$ cat src/rtl/arb_pkg.sv
// Shared types and constants for the UART response arbiter: FSM states,
// source indices and default packet tag bytes.
package arb_pkg;

  typedef enum logic [1:0] {
    IDLE = 2'd0,
    HDR  = 2'd1,
    DATA = 2'd2
  } state_e;

  localparam logic SRC_ASC = 1'b0;
  localparam logic SRC_STL = 1'b1;

  localparam logic [7:0] DEF_ASC_TAG = 8'h61;
  localparam logic [7:0] DEF_STL_TAG = 8'h73;

  function automatic logic [1:0] src_onehot(input logic src);
    return (src == SRC_STL) ? 2'b10 : 2'b01;
  endfunction

endpackage

$ cat src/rtl/resp_watchdog.sv
// Stall watchdog: counts consecutive enabled cycles without valid and pulses
// o_expire in the cycle that reaches TIMEOUT_CYCLES.
module resp_watchdog #(
  parameter int TIMEOUT_CYCLES = 100_000
) (
  input  logic clk,
  input  logic reset,
  input  logic i_enable,
  input  logic i_valid,
  input  logic i_handshake,
  output logic o_expire
);

  localparam int CW = $clog2(TIMEOUT_CYCLES);
  localparam logic [CW-1:0] TERM = CW'(TIMEOUT_CYCLES - 1);

  logic [CW-1:0] r_cnt;

  assign o_expire = i_enable && !i_valid && (r_cnt == TERM);

  // NOTE: sequential state uses non-blocking assignments so every register samples pre-edge values.
  always_ff @(posedge clk) begin
    if (reset || !i_enable || i_handshake || o_expire) begin
      r_cnt <= '0;
    end else if (!i_valid) begin
      r_cnt <= r_cnt + 1'b1;
    end
  end

endmodule

$ cat src/rtl/uart_response_arbiter.sv
// Packet-level round-robin arbiter sharing the UART TX byte stream between the
// ASC and STL response sources, with optional tag byte, truncation and stall release.
module uart_response_arbiter
  import arb_pkg::*;
#(
  parameter bit         HEADER_EN      = 1'b1,
  parameter logic [7:0] ASC_TAG        = DEF_ASC_TAG,
  parameter logic [7:0] STL_TAG        = DEF_STL_TAG,
  parameter int         TIMEOUT_CYCLES = 100_000,
  parameter int         MAX_PKT_BYTES  = 64
) (
  input  logic       clk,
  input  logic       reset,
  input  logic       asc_valid,
  output logic       asc_ready,
  input  logic [7:0] asc_data,
  input  logic       asc_last,
  input  logic       stl_valid,
  output logic       stl_ready,
  input  logic [7:0] stl_data,
  input  logic       stl_last,
  output logic       tx_valid,
  input  logic       tx_ready,
  output logic [7:0] tx_data,
  output logic [1:0] grant,
  output logic [7:0] timeout_count,
  output logic [7:0] trunc_count
);

  localparam int BW = $clog2(MAX_PKT_BYTES + 1);
  localparam logic [BW-1:0] LAST_IDX = BW'(MAX_PKT_BYTES - 1);

  state_e        r_state;
  state_e        w_state_nxt;
  logic          r_sel;
  logic          r_last_served;
  logic [1:0]    r_grant;
  logic [BW-1:0] r_byte_cnt;
  logic [7:0]    r_timeout_count;
  logic [7:0]    r_trunc_count;

  logic       w_src_valid;
  logic       w_src_last;
  logic [7:0] w_src_data;
  logic       w_any_valid;
  logic       w_pick_stl;
  logic       w_hs;
  logic       w_at_max;
  logic       w_trunc;
  logic       w_expire;
  logic       w_pkt_end;

  assign w_src_valid = (r_sel == SRC_STL) ? stl_valid : asc_valid;
  assign w_src_last  = (r_sel == SRC_STL) ? stl_last  : asc_last;
  assign w_src_data  = (r_sel == SRC_STL) ? stl_data  : asc_data;
  assign w_any_valid = asc_valid || stl_valid;

  // On a tie the source that was not served last wins.
  assign w_pick_stl = stl_valid && (!asc_valid || (r_last_served == SRC_ASC));

  assign w_hs      = (r_state == DATA) && w_src_valid && tx_ready;
  assign w_at_max  = (r_byte_cnt == LAST_IDX);
  assign w_trunc   = w_hs && !w_src_last && w_at_max;
  assign w_pkt_end = (w_hs && (w_src_last || w_at_max)) || w_expire;

  resp_watchdog #(
    .TIMEOUT_CYCLES(TIMEOUT_CYCLES)
  ) u_watchdog (
    .clk        (clk),
    .reset      (reset),
    .i_enable   (r_state == DATA),
    .i_valid    (w_src_valid),
    .i_handshake(w_hs),
    .o_expire   (w_expire)
  );

  // NOTE: every always_comb output gets a default first so no path can infer a latch.
  always_comb begin
    w_state_nxt = r_state;
    tx_valid    = 1'b0;
    tx_data     = 8'h00;
    asc_ready   = 1'b0;
    stl_ready   = 1'b0;
    case (r_state)
      IDLE: begin
        if (w_any_valid) w_state_nxt = HEADER_EN ? HDR : DATA;
      end
      HDR: begin
        tx_valid = 1'b1;
        tx_data  = (r_sel == SRC_STL) ? STL_TAG : ASC_TAG;
        if (tx_ready) w_state_nxt = DATA;
      end
      DATA: begin
        tx_valid  = w_src_valid;
        tx_data   = w_src_valid ? w_src_data : 8'h00;
        asc_ready = (r_sel == SRC_ASC) && tx_ready;
        stl_ready = (r_sel == SRC_STL) && tx_ready;
        if (w_pkt_end) w_state_nxt = IDLE;
      end
      default: w_state_nxt = IDLE;
    endcase
  end

  always_ff @(posedge clk) begin
    if (reset) begin
      r_state         <= IDLE;
      r_sel           <= SRC_ASC;
      r_last_served   <= SRC_STL;
      r_grant         <= 2'b00;
      r_byte_cnt      <= '0;
      r_timeout_count <= 8'h00;
      r_trunc_count   <= 8'h00;
    end else begin
      r_state <= w_state_nxt;
      if ((r_state == IDLE) && w_any_valid) begin
        r_sel   <= w_pick_stl;
        r_grant <= src_onehot(w_pick_stl);
      end
      // Truncation and stall release end a packet just like a last byte.
      if (w_pkt_end) begin
        r_last_served <= r_sel;
        r_grant       <= 2'b00;
        r_byte_cnt    <= '0;
      end else if (w_hs) begin
        r_byte_cnt <= r_byte_cnt + 1'b1;
      end
      if (w_trunc && (r_trunc_count != 8'hFF)) r_trunc_count <= r_trunc_count + 8'd1;
      if (w_expire && (r_timeout_count != 8'hFF)) r_timeout_count <= r_timeout_count + 8'd1;
    end
  end

  assign grant         = r_grant;
  assign timeout_count = r_timeout_count;
  assign trunc_count   = r_trunc_count;

endmodule
$ cat config.mk
export PLATFORM = sky130hd
export DESIGN_NAME = uart_response_arbiter
export DESIGN_NICKNAME = d
export VERILOG_FILES = /design/src/rtl/arb_pkg.sv /design/src/rtl/resp_watchdog.sv /design/src/rtl/uart_response_arbiter.sv
export SDC_FILE = /design/constraint.sdc
export NUM_CORES = 1
export LEC_CHECK = 0
export CAP_MARGIN = 20
export CORE_UTILIZATION = 34
export CTS_CLUSTER_DIAMETER = 120
export CTS_CLUSTER_SIZE = 25
export DETAILED_ROUTE_END_ITERATION = 8
export GPL_ROUTABILITY_DRIVEN = 1
export SLEW_MARGIN = 15
export SYNTH_ARGS = -nofsm -noshare
export SYNTH_HDL_FRONTEND = slang
export SYNTH_SLANG_ARGS = --single-unit
$ cat constraint.sdc
create_clock -name clk -period 3.8 [get_ports clk]
set_clock_uncertainty 0.2 [all_clocks]
set_input_delay 0.57 -clock clk [delete_from_list [all_inputs] [get_ports clk]]
set_output_delay 0.57 -clock clk [all_outputs]
set_load 0.005 [all_outputs]
==> impl_metrics.toml <==
[setup_path]
critPathKind = "in2out"
cp-start-kind = "input port"
crit_path_max_fanout = 8
critical_path_arrival_ps = 2460
cpMaxStageDelayCell = "clkdlybuf4s50_1"
r2r_cells = 7
cp-end-kind = "output port"
max_stage_delay_ps = 550
timing.rr.start = "r_state[0]"
rr_endpoint = "r_byte_cnt[0]"
r2r_slack_ps = 1130
critical_path.cell_chain = "clkdlybuf4s50_1 > mux2i_2 > nand3b_1 > o21ai_0 > nand2_1 > o21ai_0 > clkdlybuf4s50_1"
critPathRequiredTime_ps = 3030

[drt]
wl_met3_um = 127
route.met2.wl_mm = 2.244
dr.pass1.iters = 4
ant_nets = 0
drc = 0
top_layer = "met4"
vias = 2066
m1WireLength_mm = 2.714
vias_per_cell = 4.728
wirelength_mm = 5.142
drt_iter0_markers = 88
avgRoutedWirePerCell_um = 11.77

[logic_synthesis]
synthTopCellsByCount = "55 x nor2_1, 46 x dfxtp_1, 28 x xnor2_1, 20 x nand2_1"
synth_area_leaders = "dfxtp_1 37%, xnor2_1 9.9%, nor2_1 8.4%, mux2i_1 4.9%, ha_1 3.5%"
synthFlopType = "dfxtp_1"
synth_top_area_cell = "dfxtp_1"
synth-seq-cells = 46
synth-edff-count = 0
synth_top_area_share_pct = 37.27
syn_nets = 319
synth_most_common_cell = "nor2_1"
synth-warning-count = 0
yosysSeqAreaShare_pct = 37.27
async_flop_share_pct = 0
yosysUniqueCellTypes = 51
syn-cell-area_um2 = 2471
synthCells = 289
syn_area_per_cell_um2 = 8.551

[sta]
fin_ws_ps = 566.1
fmax_mhz = 309.2
tightestPinTransition_ps = 533.7
finalSetupViolations = 0
tns_ps = 0
fin_crit_sh_pct = 85.10
hold_viol = 0
slew_violations = 0
slew_headroom_pct = 64.31
period_minus_slack_ps = 3234
rsz0062_at_grt = "false"

[finish]
drive_gt1_share_pct = 7.625
layout.nets = 370
num_antenna_cells = 0
ff_latch_area_um2 = 920.9
final_cell_area_um2 = 3181
multi_input_area_um2 = 1440
nFillCells = 707
area_growth_pct = 28.71
layout.cells.non_filler = 437

[placed_design]
pre_cts_slack_ps = 567.5
io_buffers = 51
gp_congestion = 0.7571
dp_hpwl_mm = 3.888
detailed_place.area_um2 = 3067
place_inst = 429

[die]
die_x_um = 87.25
rows = 30
coreArea_um2 = 6907
initial_core_util_pct = 35.78
dieArea_um2 = 7613
die_h_um = 87.25
ios = 52

[global_routing]
antenna_found_initial = 0
grt_use_total_pct = 14.37
grt_max_degree = 18
grt_pass1_wl_mm = 8.707
grt_pass1_vias = 1842
grt_remaining_overflow = 0

[status]
status = "finished, final reports clean"

[power]
switchingPower_uw = 320.9
power.density_nw_per_um2 = 364.9
peakVddDrop_mv = 0.1420
power_uw = 1160
swShare_pct = 27.65
combPwrFrac_pct = 24.5
seq_power_share_pct = 44.1
p_leak_uw = 0.001021
cellInternalPower_uw = 839.6
power_frac_clock_pct = 31.4

[clock_tree]
path_clk_slew_ps = 80
cts_root_buf = "clkbuf_8"
cts_resized = 0
h-tree-depth = 2
cts_tree = "done"
cts_setup_buffers = 0
cts_buffer_depth = 2
clkLatencyLatePin_ps = 300
ctsHoldBuffers = 0
numCtsBuffers = 5
cts_sinks = 46

[worst_hold_path]
hold_end = "r_byte_cnt[6]"
hp-class = "reg2reg"
whs_path_depth = 2
hold_path_startpoint = "r_byte_cnt[6]"

[job]
drv_cap = 0
power groups by stage:
stage	registers, uW	logic [uW]	clock network (uW)
after floorplan	521	173	0
after global placement	523	283	0
after detailed placement	523	285	0
after CTS	512	286	375
after global routing	515	313	395
final	512	284	364
kinds of logic (layout without fill, tap and decap cells):
kind of cell               Yosys count  count (layout)  synth area share, %
AOI/OAI and AO/OA                   23              23                5.873
xor gates and xnor gates            31              31                10.99
adders and majority gates            7               7                3.544
buffers and inverters               23              75                4.455
DFF                                 46              46                37.27
muxes                               14              14                5.873
and+or+nand+nor                    145             145                32.00
per-stage QoR:
| step | hold slack, ps | util (%) |
|---|---|---|
| after floorplan | 238.1 | - |
| after global placement | 257.4 | 44.40 |
| after detailed placement | 263.2 | 44.40 |
| after CTS | 279.0 | 46.05 |
| after global routing | 313.3 | 46.05 |
| final | 278.3 | 46.05 |
worst max path at each step:
| stage | slack, ps | from | to |
|---|---|---|---|
| 2_1_floorplan | 1470 | r_state[0] | trunc_count[6] |
| 3_3_place_gp | 610 | asc_valid | tx_data[1] |
| 3_5_place_dp | 570 | asc_valid | tx_data[1] |
| 4_1_cts | 560 | asc_valid | tx_data[1] |
| 5_1_grt | 360 | asc_valid | tx_data[1] |
| 6_report | 570 | asc_valid | tx_data[4] |
area by class of cell:
cell class | count | area share (%)
inverters | 12 | 1.416
flip-flops and latches | 46 | 28.95
clock inverters | 3 | 1.416
multi-input cells | 220 | 45.28
clock buffers | 5 | 2.164
well taps | 96 | 3.777
repair buffers | 55 | 16.99
per-layer routing:
layer / vias up / track usage [%]
li1: 1091 / -
met3: 5 / 2.938
met2: 32 / 22.44
met4: 0 / 4.173
met1: 938 / 19.97
met5: - / 0
placed cells by master (no fill, tap or decap), types with 2 or more instances in the layout:
cell type,count
nor2_1,55
clkdlybuf4s50_1,51
dfxtp_1,46
xnor2_1,28
nand2_1,20
inv_1,12
mux2i_1,12
nor3_1,11
nand3_1,10
o21ai_0,7
nand4_1,7
a21oi_1,7
nor4_1,7
ha_1,7
nand2b_1,6
and3_1,5
clkbuf_8,5
buf_4,4
o21a_1,3
xor2_1,3
or4_1,2
nor2b_1,2
nor4_2,2
clkinvlp_4,2
state kept, by name, indices dropped and copies added (netlist names):
name              count
timeout_count         8
trunc_count           8
u_watchdog.r_cnt     17
r_byte_cnt            7
r_sel                 1
r_last_served         1
r_state               2
grant                 2
worst max-delay path, delay by kind of cell:
| family | cells | cell delay [ps] |
|---|---|---|
| AO/OA/AOI/OAI | 2 | 320 |
| multiplexers | 1 | 100 |
| buffers and inverters | 2 | 1080 |
| AND/OR/NAND/NOR | 2 | 380 |
No activity file was read; power rests on OpenSTA's default activity.
